$ cat config.mk
export PLATFORM = sky130hd
export DESIGN_NAME = mem_access_stage_flat
export DESIGN_NICKNAME = d
export VERILOG_FILES = /design/src/rtl/mem_access_stage_if.sv /design/src/rtl/mem_access_stage.sv /design/src/flat_wrapper.sv
export SDC_FILE = /design/constraint.sdc
export NUM_CORES = 1
export LEC_CHECK = 0
export ABC_AREA = 1
export BUFFER_PORTS_ARGS = -buffer_cell sky130_fd_sc_hd__buf_2
export CAP_MARGIN = 20
export CORE_MARGIN = 10
export CORE_UTILIZATION = 60
export CTS_CLUSTER_DIAMETER = 200
export DETAILED_ROUTE_END_ITERATION = 10
export PLACE_DENSITY_LB_ADDON = 0.15
export SYNTH_ARGS = -nofsm -noshare
export SYNTH_HDL_FRONTEND = slang
export SYNTH_SLANG_ARGS = --single-unit
$ cat constraint.sdc
create_clock -name clk -period 2.8 [get_ports clk]
set_input_delay 0.28 -clock clk [delete_from_list [all_inputs] [get_ports clk]]
set_output_delay 0.28 -clock clk [all_outputs]
set_load 0.02 [all_outputs]
$ cat src/rtl/mem_access_stage_if.sv
// Bundle of the EX-side offer, data-memory bus and write-back signals of the memory access stage.
// The master modport is the stage's view; the slave modport is the surrounding pipeline/memory.
interface mem_access_stage_if;
  logic        in_mem_valid;
  logic        out_mem_ready;
  logic [5:0]  in_mem_op;
  logic [31:0] in_mem_addr;
  logic [63:0] in_mem_wdata;

  logic        dmem_req;
  logic        dmem_we;
  logic [31:0] dmem_addr;
  logic [31:0] dmem_wdata;
  logic [3:0]  dmem_be;
  logic        dmem_ack;
  logic [31:0] dmem_rdata;

  logic        out_wb_valid;
  logic [63:0] out_wb_data;
  logic        out_wb_is64;
  logic        out_mem_err;

  modport master (
    input  in_mem_valid, in_mem_op, in_mem_addr, in_mem_wdata,
    output out_mem_ready,
    output dmem_req, dmem_we, dmem_addr, dmem_wdata, dmem_be,
    input  dmem_ack, dmem_rdata,
    output out_wb_valid, out_wb_data, out_wb_is64, out_mem_err
  );

  modport slave (
    output in_mem_valid, in_mem_op, in_mem_addr, in_mem_wdata,
    input  out_mem_ready,
    input  dmem_req, dmem_we, dmem_addr, dmem_wdata, dmem_be,
    output dmem_ack, dmem_rdata,
    input  out_wb_valid, out_wb_data, out_wb_is64, out_mem_err
  );
endinterface

$ cat src/rtl/mem_access_stage.sv
// Pipeline MEM stage: turns one EX result into zero, one or two 32-bit bus beats with an
// ACK timeout, then presents a single-cycle write-back result.
module mem_access_stage #(
  parameter int ACK_TIMEOUT = 255
) (
  input logic              clk,
  input logic              rst_n,
  mem_access_stage_if.master bus
);

  typedef enum logic [1:0] {IDLE, BEAT0, BEAT1, RESP} state_t;

  localparam logic [5:0] OP_LBU  = 6'h22;
  localparam logic [5:0] OP_LW   = 6'h12;
  localparam logic [5:0] OP_SB   = 6'h28;
  localparam logic [5:0] OP_SW   = 6'h2b;
  localparam logic [5:0] OP_LWC1 = 6'h31;
  localparam logic [5:0] OP_LDC1 = 6'h35;
  localparam logic [5:0] OP_SWC1 = 6'h39;
  localparam logic [5:0] OP_SDC1 = 6'h3d;

  localparam int CW = (ACK_TIMEOUT < 2) ? 1 : $clog2(ACK_TIMEOUT + 1);
  localparam logic [CW-1:0] CNT_LAST = CW'(ACK_TIMEOUT - 1);

  function automatic logic is_mem_op(input logic [5:0] op);
    case (op)
      OP_LBU, OP_LW, OP_SB, OP_SW, OP_LWC1, OP_LDC1, OP_SWC1, OP_SDC1: is_mem_op = 1'b1;
      default: is_mem_op = 1'b0;
    endcase
  endfunction

  function automatic logic is_store_op(input logic [5:0] op);
    case (op)
      OP_SB, OP_SW, OP_SWC1, OP_SDC1: is_store_op = 1'b1;
      default: is_store_op = 1'b0;
    endcase
  endfunction

  function automatic logic is_byte_op(input logic [5:0] op);
    is_byte_op = (op == OP_LBU) || (op == OP_SB);
  endfunction

  function automatic logic is_dbl_op(input logic [5:0] op);
    is_dbl_op = (op == OP_LDC1) || (op == OP_SDC1);
  endfunction

  function automatic logic is_misaligned(input logic [5:0] op, input logic [2:0] low);
    case (op)
      OP_LW, OP_SW, OP_LWC1, OP_SWC1: is_misaligned = (low[1:0] != 2'b00);
      OP_LDC1, OP_SDC1:               is_misaligned = (low != 3'b000);
      default:                        is_misaligned = 1'b0;
    endcase
  endfunction

  function automatic logic [7:0] pick_byte(input logic [31:0] w, input logic [1:0] lane);
    case (lane)
      2'd0:    pick_byte = w[7:0];
      2'd1:    pick_byte = w[15:8];
      2'd2:    pick_byte = w[23:16];
      default: pick_byte = w[31:24];
    endcase
  endfunction

  state_t        state;
  logic [5:0]    op_q;
  logic [31:0]   addr_q;
  logic [63:0]   wdata_q;
  logic [31:0]   rdata_lo;
  logic [CW-1:0] beat_cnt;
  logic [63:0]   load_result;

  assign bus.out_mem_ready = (state == IDLE);

  // Write-back value for a beat that completes now; stores always write back zero.
  always_comb begin
    load_result = 64'b0;
    if (!is_store_op(op_q)) begin
      if (is_byte_op(op_q)) begin
        load_result = {56'b0, pick_byte(bus.dmem_rdata, addr_q[1:0])};
      end else if (is_dbl_op(op_q)) begin
        load_result = {bus.dmem_rdata, rdata_lo};
      end else begin
        load_result = {32'b0, bus.dmem_rdata};
      end
    end
  end

  always_ff @(posedge clk or negedge rst_n) begin
    if (!rst_n) begin
      state            <= IDLE;
      op_q             <= 6'b0;
      addr_q           <= 32'b0;
      wdata_q          <= 64'b0;
      rdata_lo         <= 32'b0;
      beat_cnt         <= '0;
      bus.dmem_req     <= 1'b0;
      bus.dmem_we      <= 1'b0;
      bus.dmem_addr    <= 32'b0;
      bus.dmem_wdata   <= 32'b0;
      bus.dmem_be      <= 4'b0;
      bus.out_wb_valid <= 1'b0;
      bus.out_wb_data  <= 64'b0;
      bus.out_wb_is64  <= 1'b0;
      bus.out_mem_err  <= 1'b0;
    end else begin
      case (state)
        IDLE: begin
          if (bus.in_mem_valid) begin
            op_q    <= bus.in_mem_op;
            addr_q  <= bus.in_mem_addr;
            wdata_q <= bus.in_mem_wdata;
            if (is_misaligned(bus.in_mem_op, bus.in_mem_addr[2:0])) begin
              state            <= RESP;
              bus.out_wb_valid <= 1'b1;
              bus.out_wb_data  <= 64'b0;
              bus.out_wb_is64  <= is_dbl_op(bus.in_mem_op);
              bus.out_mem_err  <= 1'b1;
            end else if (!is_mem_op(bus.in_mem_op)) begin
              state            <= RESP;
              bus.out_wb_valid <= 1'b1;
              bus.out_wb_data  <= {32'b0, bus.in_mem_addr};
              bus.out_wb_is64  <= 1'b0;
              bus.out_mem_err  <= 1'b0;
            end else begin
              state         <= BEAT0;
              beat_cnt      <= '0;
              bus.dmem_req  <= 1'b1;
              bus.dmem_we   <= is_store_op(bus.in_mem_op);
              bus.dmem_addr <= {bus.in_mem_addr[31:2], 2'b00};
              bus.dmem_be   <= is_byte_op(bus.in_mem_op) ?
                               (4'b0001 << bus.in_mem_addr[1:0]) : 4'b1111;
              if (!is_store_op(bus.in_mem_op)) begin
                bus.dmem_wdata <= 32'b0;
              end else if (is_byte_op(bus.in_mem_op)) begin
                bus.dmem_wdata <= {4{bus.in_mem_wdata[7:0]}};
              end else begin
                bus.dmem_wdata <= bus.in_mem_wdata[31:0];
              end
            end
          end
        end

        // Both beats share the ACK/timeout handling; only a double op's first beat chains on.
        BEAT0, BEAT1: begin
          if (bus.dmem_ack) begin
            beat_cnt <= '0;
            if (state == BEAT0 && is_dbl_op(op_q)) begin
              state          <= BEAT1;
              rdata_lo       <= bus.dmem_rdata;
              bus.dmem_addr  <= bus.dmem_addr + 32'd4;
              bus.dmem_wdata <= bus.dmem_we ? wdata_q[63:32] : 32'b0;
            end else begin
              state            <= RESP;
              bus.dmem_req     <= 1'b0;
              bus.dmem_we      <= 1'b0;
              bus.dmem_addr    <= 32'b0;
              bus.dmem_wdata   <= 32'b0;
              bus.dmem_be      <= 4'b0;
              bus.out_wb_valid <= 1'b1;
              bus.out_wb_data  <= load_result;
              bus.out_wb_is64  <= is_dbl_op(op_q);
              bus.out_mem_err  <= 1'b0;
            end
          end else if (beat_cnt == CNT_LAST) begin
            state            <= RESP;
            beat_cnt         <= '0;
            bus.dmem_req     <= 1'b0;
            bus.dmem_we      <= 1'b0;
            bus.dmem_addr    <= 32'b0;
            bus.dmem_wdata   <= 32'b0;
            bus.dmem_be      <= 4'b0;
            bus.out_wb_valid <= 1'b1;
            bus.out_wb_data  <= 64'b0;
            bus.out_wb_is64  <= is_dbl_op(op_q);
            bus.out_mem_err  <= 1'b1;
          end else begin
            beat_cnt <= beat_cnt + 1'b1;
          end
        end

        RESP: begin
          state            <= IDLE;
          bus.out_wb_valid <= 1'b0;
          bus.out_wb_data  <= 64'b0;
          bus.out_wb_is64  <= 1'b0;
          bus.out_mem_err  <= 1'b0;
        end

        default: state <= IDLE;
      endcase
    end
  end

endmodule

$ cat src/flat_wrapper.sv
// flat-port wrapper written by rule: the top's interface ports become plain ports
module mem_access_stage_flat 
#(
  parameter int ACK_TIMEOUT = 255
)
  (clk, rst_n, bus_in_mem_valid, bus_in_mem_op, bus_in_mem_addr, bus_in_mem_wdata, bus_out_mem_ready, bus_dmem_req, bus_dmem_we, bus_dmem_addr, bus_dmem_wdata, bus_dmem_be, bus_dmem_ack, bus_dmem_rdata, bus_out_wb_valid, bus_out_wb_data, bus_out_wb_is64, bus_out_mem_err);
  mem_access_stage_if bus_i ();
  input logic clk;
  input logic rst_n;
  input wire logic [$bits(bus_i.in_mem_valid)-1:0] bus_in_mem_valid;
  input wire logic [$bits(bus_i.in_mem_op)-1:0] bus_in_mem_op;
  input wire logic [$bits(bus_i.in_mem_addr)-1:0] bus_in_mem_addr;
  input wire logic [$bits(bus_i.in_mem_wdata)-1:0] bus_in_mem_wdata;
  output wire logic [$bits(bus_i.out_mem_ready)-1:0] bus_out_mem_ready;
  output wire logic [$bits(bus_i.dmem_req)-1:0] bus_dmem_req;
  output wire logic [$bits(bus_i.dmem_we)-1:0] bus_dmem_we;
  output wire logic [$bits(bus_i.dmem_addr)-1:0] bus_dmem_addr;
  output wire logic [$bits(bus_i.dmem_wdata)-1:0] bus_dmem_wdata;
  output wire logic [$bits(bus_i.dmem_be)-1:0] bus_dmem_be;
  input wire logic [$bits(bus_i.dmem_ack)-1:0] bus_dmem_ack;
  input wire logic [$bits(bus_i.dmem_rdata)-1:0] bus_dmem_rdata;
  output wire logic [$bits(bus_i.out_wb_valid)-1:0] bus_out_wb_valid;
  output wire logic [$bits(bus_i.out_wb_data)-1:0] bus_out_wb_data;
  output wire logic [$bits(bus_i.out_wb_is64)-1:0] bus_out_wb_is64;
  output wire logic [$bits(bus_i.out_mem_err)-1:0] bus_out_mem_err;
  assign bus_i.in_mem_valid = bus_in_mem_valid;
  assign bus_i.in_mem_op = bus_in_mem_op;
  assign bus_i.in_mem_addr = bus_in_mem_addr;
  assign bus_i.in_mem_wdata = bus_in_mem_wdata;
  assign bus_out_mem_ready = bus_i.out_mem_ready;
  assign bus_dmem_req = bus_i.dmem_req;
  assign bus_dmem_we = bus_i.dmem_we;
  assign bus_dmem_addr = bus_i.dmem_addr;
  assign bus_dmem_wdata = bus_i.dmem_wdata;
  assign bus_dmem_be = bus_i.dmem_be;
  assign bus_i.dmem_ack = bus_dmem_ack;
  assign bus_i.dmem_rdata = bus_dmem_rdata;
  assign bus_out_wb_valid = bus_i.out_wb_valid;
  assign bus_out_wb_data = bus_i.out_wb_data;
  assign bus_out_wb_is64 = bus_i.out_wb_is64;
  assign bus_out_mem_err = bus_i.out_mem_err;
  mem_access_stage #(.ACK_TIMEOUT(ACK_TIMEOUT)) u_core (.clk(clk), .rst_n(rst_n), .bus(bus_i));
endmodule
# After elaboration in Yosys (flattened, before gate mapping)
# Index checks and enable logic that the tools add are counted.
dict set report classes {
  add_sub_neg 2
  n_eq_ne 26
  shifts 1
  muxes 87
  n_reduce_logical 23
}
# op count
set op_table {}
lappend op_table {{two-way mux 64 bit} 9}
lappend op_table {{two-way mux 32 bit} 14}
lappend op_table {{one-hot mux 64 bit (3 select lines)} 1}
lappend op_table {{one-hot mux 32 bit (2 select lines)} 2}
lappend op_table {{equality test 6 bit, second input constant} 13}
lappend op_table {{two-way mux 8 bit} 5}
lappend op_table {{two-way mux 1 bit} 34}
lappend op_table {{adder 32 x 3 -> 32 bit, second input constant} 1}
lappend op_table {{two-way mux 4 bit} 7}
lappend op_table {{one-hot mux 8 bit (3 select lines)} 1}
lappend op_table {{one-hot mux 8 bit (2 select lines)} 1}
lappend op_table {{OR reduction 4 bit} 3}
lappend op_table {{two-way mux 2 bit} 5}
lappend op_table {{one-hot mux 1 bit (3 select lines)} 3}
lappend op_table {{adder 8 x 1 -> 8 bit, second input constant} 1}
lappend op_table {{equality test 8 bit, second input constant} 1}
lappend op_table {{one-hot mux 4 bit (2 select lines)} 1}
lappend op_table {{AND reduction 4 bit} 2}
lappend op_table {{OR reduction 8 bit} 1}
lappend op_table {{equality test 2 bit, second input constant} 3}
lappend op_table {{equality test 6 x 5 -> 1 bit, second input constant} 1}
lappend op_table {{inequality test 3 x 2 -> 1 bit, second input constant} 2}
lappend op_table {{one-hot mux 1 bit (2 select lines)} 3}
lappend op_table {{one-hot mux 2 bit (3 select lines)} 1}
lappend op_table {{15 further kinds} 24}
dict set report totals {
  register_bits 251
  in_bits 138
  output_inout_bits 138
  elab_cells 154
}

# Depth between registers and ports, before layout
# Gate-level depths: netlist of the first run.
dict set report logic_depth {
  word_depth 17
  depth_mapped 13
  ltp_nobuf 12
}

# Worst setup path after synthesis of the first run
# Ideal clock, no wire load.
dict set report synth_timing {
  path_type {reg2reg}
  from {reg u_core.state[0]}
  to {reg u_core.wdata_q[57]}
  setup_ns 0.125
  arrival_time_ns 1.852
  required_ns 2.675
  slack_ns 0.823
  stages_incl_launch_ff 8
  n_path_buf 3
  synth_period_minus_slack_ns 1.977
  cell_sequence {dfrtp_1 inv_1 ha_1 buf_2 nand2_1 buf_2 buf_1 mux2_2}
}
dict set report synth_between {
  elab_chain_cells 2
}
# item line_no
set synth_rtl {}
lappend synth_rtl {{from (decl)} mem_access_stage.sv:64} ;# state_t state;
lappend synth_rtl {{from (signal assigned)} mem_access_stage.sv:90} ;# state <= IDLE;
lappend synth_rtl {{from (signal assigned)} mem_access_stage.sv:113} ;# state <= RESP;
lappend synth_rtl {{from (signal assigned)} mem_access_stage.sv:119} ;# state <= RESP;
lappend synth_rtl {{zero test 2 bit} --}
lappend synth_rtl {{named net bus_out_mem_ready} flat_wrapper.sv:14} ;# output wire logic [$bits(bus_i.out_mem_ready)-1:0] bus_out_mem_ready;
lappend synth_rtl {{AND reduction 2 bit (no source line)} --}
lappend synth_rtl {{to (signal assigned)} mem_access_stage.sv:111} ;# wdata_q <= bus.in_mem_wdata;
lappend synth_rtl {{to (decl)} mem_access_stage.sv:67} ;# logic [63:0] wdata_q;
# The timed path passes the listed nets, and every way through them passes these cells.
# A chain may end at the register's enable or synchronous reset.

# Worst setup path after layout of the first run
dict set report layout_timing {
  from {reg u_core.state[0]}
  to {reg u_core.bus.dmem_be[1]}
}
dict set report layout_between {
  elab_chain_cells 4
  elab_cells_between_ends 13
  classes_between {eq/ne: 7; mux: 1; reduce/logical: 5}
}
# item line_no
set layout_rtl {}
lappend layout_rtl {{equality test 2 bit or equality test 2 x 1 -> 1 bit (tied branches)} {mem_access_stage.sv:106, mem_access_stage.sv:147}}
lappend layout_rtl {{OR reduction 2 bit or logical AND 1 bit (tied branches)} {mem_access_stage.sv:106, mem_access_stage.sv:147}}
lappend layout_rtl {{inequality test 3 bit (no source line), or another cell as far along} --}
lappend layout_rtl {{AND reduction 6 bit (no source line)} --}
lappend layout_rtl {{to (signal assigned)} mem_access_stage.sv:130} ;# bus.dmem_be <= is_byte_op(bus.in_mem_op) ?
lappend layout_rtl {{to (decl)} mem_access_stage_if.sv:26} ;# output dmem_req, dmem_we, dmem_addr, dmem_wdata, dmem_be,
# Several ways; a longest one is shown, not always the timed one.

==> results of run 1 <==
## cell usage in the layout, fill, tap and decap left out, types with 3 or more instances in the layout
cell type      count
mux2_2            32
ha_1               6
nand3_2            6
inv_1            126
clkbuf_8           4
dlygate4sd3_1     27
nand4_1           79
clkinv_2           3
nor2_2             8
bufinv_16          7
buf_12             5
clkbuf_1           4
nor3_1            10
buf_4             24
o211ai_1           4
nor2_1            97
nand3_1          155
nand2_1          805
buf_2            272
inv_2              6
o21ai_0          106
a21oi_1            7
nand3b_1          10
dfrtp_1          217
clkbuf_16         25
## kinds of logic (layout without fill, tap and decap cells)
family                   after synthesis  count (layout)  synth area share [%]
AND/OR/NAND/NOR                     1179            1179                  39.8
other                                  1               4                0.0299
multiplexers                          32              32                  2.88
XOR/XNOR                               4               4                 0.280
AO/OA/AOI/OAI                        124             124                  5.15
flip-flops                           217             217                  43.4
adder cells (fa/ha/maj)                6               6                 0.599
buffers and inverters                235             505                  7.91
## routing by layer
layer / GRT usage (%) / routed length (um) / up-vias / share of wire [%]
li1: - / - / 6236 / -
met1: 39.8 / 16700 / 6244 / 39
met2: 47.6 / 19500 / 792 / 46
met3: 6.32 / 4540 / 138 / 11
met4: 12.2 / 1810 / 2 / 4.2
met5: 0 / 7 / - / 0.016
## final cells by class
| cell class | instances | area [um2] | area share, % |
|---|---|---|---|
| multi-input cells | 1347 | 6130 | 40.2 |
| clock inverters | 11 | 234 | 1.53 |
| clock buffers | 33 | 696 | 4.56 |
| diodes | 2 | 5.00 | 0.0328 |
| flip-flops and latches | 217 | 5430 | 35.6 |
| well taps | 270 | 338 | 2.22 |
| repair buffers | 329 | 1930 | 12.6 |
| inverters | 132 | 495 | 3.25 |
## through the flow
step                      power [mW]  instances  util [%]
after detailed placement        10.3       2268      69.0
after global placement          10.1       2268      69.0
after global routing            15.0       2341      74.9
final                           14.1       2341      74.9
after floorplan                 8.54       1799         -
after CTS                       14.1       2339      74.9
## report_power, final
part / internal [mW] / switching [mW]
sequential: 3.93 / 0.720
combinational: 1.77 / 3.99
clock: 2.38 / 1.33
total: 8.09 / 6.04
## flip-flops by register name (all words and copies together) (netlist names)
signal / cells
u_core.bus.out_wb_data: 64
u_core.bus.dmem_we: 1
u_core.bus.dmem_addr: 30
u_core.bus.dmem_req: 1
u_core.bus.dmem_wdata: 32
u_core.state: 2
u_core.bus.dmem_be: 4
u_core.bus.out_mem_err: 1
u_core.bus.out_wb_valid: 1
u_core.addr_q: 2
u_core.wdata_q: 32
u_core.op_q: 6
u_core.bus.out_wb_is64: 1
u_core.rdata_lo: 32
u_core.beat_cnt: 8
## critical path, delay by kind of cell (launching register included)
family                   cells  cell delay (ns)
AO/OA/AOI/OAI                1             0.09
flip-flops                   1             0.38
adder cells (fa/ha/maj)      1             0.41
AND/OR/NAND/NOR              6             0.98
buffers and inverters        3             0.47
## path summary, 6_finish.rpt
kind / startpoint / endpoint / cells past startpoint
max in group asynchronous: rst_n / u_core.bus.out_wb_data[35]$_DFFE_PN0P_ / 3
min in group asynchronous: rst_n / u_core.bus.dmem_addr[25]$_DFFE_PN0P_ / 2
worst max-delay path: u_core.state[0]$_DFFE_PN0P_ / u_core.bus.dmem_be[1]$_DFFE_PN0P_ / 11
worst min-delay path: bus_in_mem_wdata[45] / u_core.wdata_q[45]$_DFFE_PN0P_ / 2
worst max register to register: u_core.state[0]$_DFFE_PN0P_ / u_core.bus.dmem_be[1]$_DFFE_PN0P_ / 11
worst min register to register: u_core.bus.out_wb_data[15]$_DFFE_PN0P_ / u_core.bus.out_wb_data[15]$_DFFE_PN0P_ / 2
## what timing repair did
action,in CTS,in global routing
hold buffers,27,0
endpoints found under the setup margin,0,0
hold endpoints to repair,95,0
==> summary.txt, run 1 <==
CTS
  – CTS-repair resized insts: 0
  – Htree depth: 1
  – CTS buffer count: 24
  – Clk sinks: 217
  – Clock transition at path regs: 0.06 ns
  – Post-CTS Repair Setup Buffers: 0
  – Clk root buf: clkbuf_16
  – Clk Latency, worst-skew pair: 0.52 ns
  – Buffer depth of the longest clock path: 3
  – CTS tree: yes

Drt
  – Drt first pass iters: 6
  – Routed len/inst: 18.2 um
  – Iteration-0 DRC Markers: 1,547
  – DRT antenna net count: 0
  – DRT Wirelength: 42.6 mm
  – Via count: 13,400
  – DRC: 0
  – Via density per instance: 5.73

Setup path
  – CP max FO: 34
  – Max incr delay on CP: 0.41 ns
  – CP arrival: 2.86 ns
  – CP endpoint kind: register
  – Crit path cell chain: inv_1 > ha_1 > nand2_1 > inv_2 > nand3_4 > buf_4 > nand2_1 > nor3_1 > nand2_1 > nand2_1 > o21ai_0
  – Type of origin of the critical path: register
  – R2R setup slack: 0.33 ns
  – Crit path kind: register to register
  – Most used cell, CP: nand2_1
  – CP required: 3.19 ns
  – CP max stage cell: ha_1

Timing
  – Final Hold Fails: 0
  – Relative slew slack: 40.7%
  – RSZ-0062 raised after global routing: no
  – Setup TNS: 0 ns
  – Final setup margin: 0.332 ns
  – Slew @ Worst Pin: 0.886 ns
  – Min Tclk post-route: 2.47 ns
  – Period utilization: 88.1%
  – Max-slew violation count: 0
  – Worst-case clock skew: 0.0117 ns
  – Max Freq: 405 MHz
  – Setup violators final: 0
  – Hold slack: 0.00953 ns

Synthesis
  – Most frequent cell after synthesis: nand2_1
  – Number of synthesized register bits: 217
  – Post-synth EDFFs: 0
  – Synthesized area per cell: 6.97 um2
  – Synthesized instance count: 1,798
  – Yosys top cell by area: dfrtp_1
  – Yosys warns: 0
  – Synth unique cells: 36
  – Primary FF master, synth: dfrtp_1
  – Synth top area cells: dfrtp_1 43%, nand2_1 24%, nand3_1 6.2%
  – Top-area cell type share of the netlist area: 43.4%
  – Sequential element share of the synthesized area: 43.4%
  – Commonest cells in the netlist: 806 x nand2_1, 217 x dfrtp_1, 155 x nand3_1
  – Fraction of registers with async set/reset: 100%
  – Mapped Area: 12,500 um2

Place
  – Placement Cell Area: 14,000 um2
  – Final GP Congestion: 0.948
  – Post-DP HPWL: 29.4 mm
  – Pre-CTS setup slack: 0.379 ns
  – Port bufs: 273

Global routing
  – First-pass GRT wire length: 66.4 mm
  – Vias in the first global route: 12,800
  – Initial antenna violation count: 3
  – Total gr overflow: 0
  – Total track usage: 30.1%
  – Largest net degree at the start of global routing: 108

Hold path
  – Hold Crit Class: input port to register

Power
  – Worst-case vdd ir drop: 0.000616 V
  – Power per cell area: 926 nW/um2
  – Leak: 8.74 nW

Finish
  – Share of cells above drive strength 1: 19.5%
  – Area added between synthesis and finish: 21.8%
  – Fill count: 1,633
  – Final Instance Area: 15,300 um2
  – Final net count: 2,195

Floorplanning
  – Boundary pin count: 276
  – DIE WIDTH: 164 um
  – Area of the core: 20,400 um2
  – Row Count: 52
  – Total die area: 27,100 um2
  – Die height: 164 um
  – Initial Utilization: 61.5%

Run
  – Maxcap violations: 0

Outcome
  – Outcome: complete, no violations
Power figures use the tool's default switching activity.
==> run 2, diff against run 1 <==
Settings changed: BUFFER_PORTS_ARGS -buffer_cell sky130_fd_sc_hd__buf_2 to -buffer_cell sky130_fd_sc_hd__clkbuf_2.
==> run 2 against run 1 <==
Against the previous run:
- sequential power about the same
- fmax up 1.4%
- routed wire length shrank 2.7%
- clock power fell by 15%
- critical path depth unchanged
- die area unchanged
- worst hold slack worse by 0.0053 ns
- worst setup slack better by 0.034 ns
- register-to-register slack gained 0.03 ns
- via count down 2.7%
- total power shrank 4.8%
- highest routed layer is now met4
==> summary.txt, run 2 (synthesis results as in run 1) <==
Drt
  – Routed len/inst: 17.8 um (was 18.2 um)
  – Via density per instance: 5.59 (was 5.73)
  – DRT antenna net count: 0 (unchanged)
  – DRC: 0 (unchanged)
  – Drt first pass iters: 7 (was 6)
  – Via count: 13,100 (was 13,400)
  – Iteration-0 DRC Markers: 1,478 (was 1,547)
  – DRT Wirelength: 41.4 mm (was 42.6 mm)

Finish
  – Area added between synthesis and finish: 20.3% (was 21.8%)
  – Ant. Diodes: 0 (was 2)
  – Most common cell after layout, fill and taps aside: nand2_1 (unchanged)
  – Largest register FFs: 64 (unchanged)
  – Area of the multi-input gates: 6130 um2 (unchanged)
  – Most flops, register: u_core.bus.out_wb_data (unchanged)
  – Final net count: 2,191 (was 2,195)
  – Most frequent cells in the layout: 805 x nand2_1, 272 x clkbuf_2, 217 x dfrtp_1 (was 805 x nand2_1, 272 x buf_2, 217 x dfrtp_1)
  – Share of cells above drive strength 1: 19.4% (was 19.5%)
  – Fill count: 1,670 (was 1,633)
  – Storage cell area: 5430 um2 (unchanged)

Power
  – Clock Power Share: 23.5% (was 26.3%)
  – Combinational power share: 41.7% (was 40.8%)
  – Sequential power share: 34.8% (was 32.9%)
  – Power per cell area: 893 nW/um2 (was 926 nW/um2)
  – Switch Pwr: 5.94 mW (was 6.04 mW)
  – P_int: 7.52 mW (was 8.09 mW)
  – Worst-case vdd ir drop: 0.000728 V (was 0.000616 V)
  – Net Sw Frac: 44.1% (was 42.7%)
  – Leak: 8.59 nW (was 8.74 nW)

Timing
  – Setup violators final: 0 (unchanged)
  – Period utilization: 86.9% (was 88.1%)
  – RSZ-0062 raised after global routing: no (unchanged)
  – Min Tclk post-route: 2.43 ns (was 2.47 ns)
  – Final Hold Fails: 0 (unchanged)
  – Setup TNS: 0 ns (unchanged)
  – Slew @ Worst Pin: 0.747 ns (was 0.886 ns)
  – Relative slew slack: 50.2% (was 40.7%)
  – Worst-case clock skew: 0.0179 ns (was 0.0117 ns)
  – Final setup margin: 0.366 ns (was 0.332 ns)
  – Max-slew violation count: 0 (unchanged)
  – Max Freq: 411 MHz (was 405 MHz)

Setup path
  – Type of origin of the critical path: register (unchanged)
  – Reg2Reg Depth: 11 (unchanged)
  – Crit path kind: register to register (unchanged)
  – R2R setup slack: 0.37 ns (was 0.33 ns)
  – End of the worst register-to-register path: u_core.bus.out_wb_data[59]$_DFFE_PN0P_ (was u_core.bus.dmem_be[1]$_DFFE_PN0P_)
  – CP arrival: 2.82 ns (was 2.86 ns)
  – CP endpoint kind: register (unchanged)
  – CP max FO: 52 (was 34)
  – Worst r2r src: u_core.state[0]$_DFFE_PN0P_ (unchanged)
  – CP required: 3.18 ns (was 3.19 ns)

Global routing
  – First-pass GRT wire length: 65.7 mm (was 66.4 mm)
  – Initial antenna violation count: 0 (was 3)
  – Met1 usage: 39.6% (was 39.8%)
  – Vias in the first global route: 12,500 (was 12,800)
  – Total gr overflow: 0 (unchanged)
  – M3 GR Usage: 6.80% (was 6.32%)
  – Total track usage: 29.7% (was 30.1%)
  – Met2 Use GR: 46.5% (was 47.6%)
  – Gr busiest metal: met2 (unchanged)
  – Largest net degree at the start of global routing: 140 (was 108)

Hold path
  – Hold endpoint: u_core.wdata_q[45]$_DFFE_PN0P_ (unchanged)
  – Hold path cells: 2 (unchanged)
  – Hold wc startpoint: bus_in_mem_wdata[45] (unchanged)
  – Hold Crit Class: input port to register (unchanged)

CTS
  – Htree depth: 1 (unchanged)
  – Clock transition at path regs: 0.07 ns (was 0.06 ns)
  – Clk Latency, worst-skew pair: 0.52 ns (about the same)
  – CTS-repair resized insts: 0 (unchanged)
  – CTS buffer count: 25 (was 24)
  – Post-CTS Repair Setup Buffers: 0 (unchanged)
  – Hold_buf cts: 23 (was 27)
  – CTS tree: yes (unchanged)
  – Clk sinks: 217 (unchanged)
  – Buffer depth of the longest clock path: 3 (unchanged)
  – Clk root buf: clkbuf_16 (unchanged)

Floorplanning
  – Row Count: 52 (unchanged)
  – Area of the core: 20,400 um2 (unchanged)
  – Die height: 164 um (unchanged)
  – Initial Utilization: 61.5% (unchanged)
  – DIE WIDTH: 164 um (unchanged)
  – Total die area: 27,100 um2 (unchanged)
  – Boundary pin count: 276 (unchanged)

Place
  – Final GP Congestion: 0.964 (was 0.948)
  – Pre-CTS setup slack: 0.419 ns (was 0.379 ns)
  – Post-DP HPWL: 29.1 mm (was 29.4 mm)
  – Port bufs: 273 (unchanged)

Run
  – Maxcap violations: 0 (unchanged)

Outcome
  – Outcome: complete, no violations (unchanged)
[run 2: worst max-delay path by stage]
stage                                                  end                   startpoint  slack (ns)  cells after the start
global route        u_core.bus.out_wb_data[59]$_DFFE_PN0P_  u_core.state[0]$_DFFE_PN0P_        0.13                     11
global placement     u_core.bus.out_wb_data[4]$_DFFE_PN0P_  u_core.state[0]$_DFFE_PN0P_        0.53                     11
CTS                 u_core.bus.out_wb_data[59]$_DFFE_PN0P_  u_core.state[0]$_DFFE_PN0P_        0.37                     11
floorplan                   u_core.wdata_q[57]$_DFFE_PN0P_  u_core.state[0]$_DFFE_PN0P_        0.82                      7
detailed placement  u_core.bus.out_wb_data[27]$_DFFE_PN0P_  u_core.state[0]$_DFFE_PN0P_        0.42                     11
finish              u_core.bus.out_wb_data[59]$_DFFE_PN0P_  u_core.state[0]$_DFFE_PN0P_        0.37                     11
[run 2: power by group through the flow]
stage	registers, mW	clock network, mW	logic, mW
2_1_floorplan	4.94	0	3.60
3_3_place_gp	4.67	0	5.43
3_5_place_dp	4.69	0	5.54
4_1_cts	4.65	3.19	5.58
5_1_grt	4.77	3.33	6.24
6_report	4.68	3.16	5.62
[run 2: per-stage QoR]
step / utilization [%] / total power, mW / hold slack [ns] / cell area, um2 / instances
6_report: 74.0 / 13.5 / 0.00422 / 15100 / 2333
2_1_floorplan: - / 8.54 / -0.0156 / 12500 / 1799
4_1_cts: 73.9 / 13.4 / 0.00205 / 15100 / 2332
3_3_place_gp: 69.0 / 10.1 / 0.326 / 14000 / 2266
5_1_grt: 74.0 / 14.3 / 0.00612 / 15100 / 2333
3_5_place_dp: 69.0 / 10.2 / 0.329 / 14000 / 2266
[run 2: critical path, stage by stage (launching register included)]
cell     delay, ns
dfrtp_1       0.37
inv_1         0.06
ha_1          0.40
inv_1         0.11
nor2_1        0.06
nand2_1       0.13
inv_2         0.09
nor2_4        0.20
nand3_2       0.35
buf_12        0.32
nand2_1       0.11
nand2_1       0.07
[run 2: layout make-up]
cell class / count / area share [%]
repair buffers: 324 / 12.6
inverters: 132 / 3.29
clock inverters: 9 / 0.506
flip-flops and latches: 217 / 36.0
multi-input cells: 1347 / 40.7
clock buffers: 34 / 4.71
well taps: 270 / 2.24
[run 2: per-layer routing]
metal | vias to the layer above | wire length (um)
met5 | - | 0
met3 | 117 | 4690
met2 | 742 | 19000
met4 | 0 | 1610
li1 | 6230 | -
met1 | 5962 | 16100
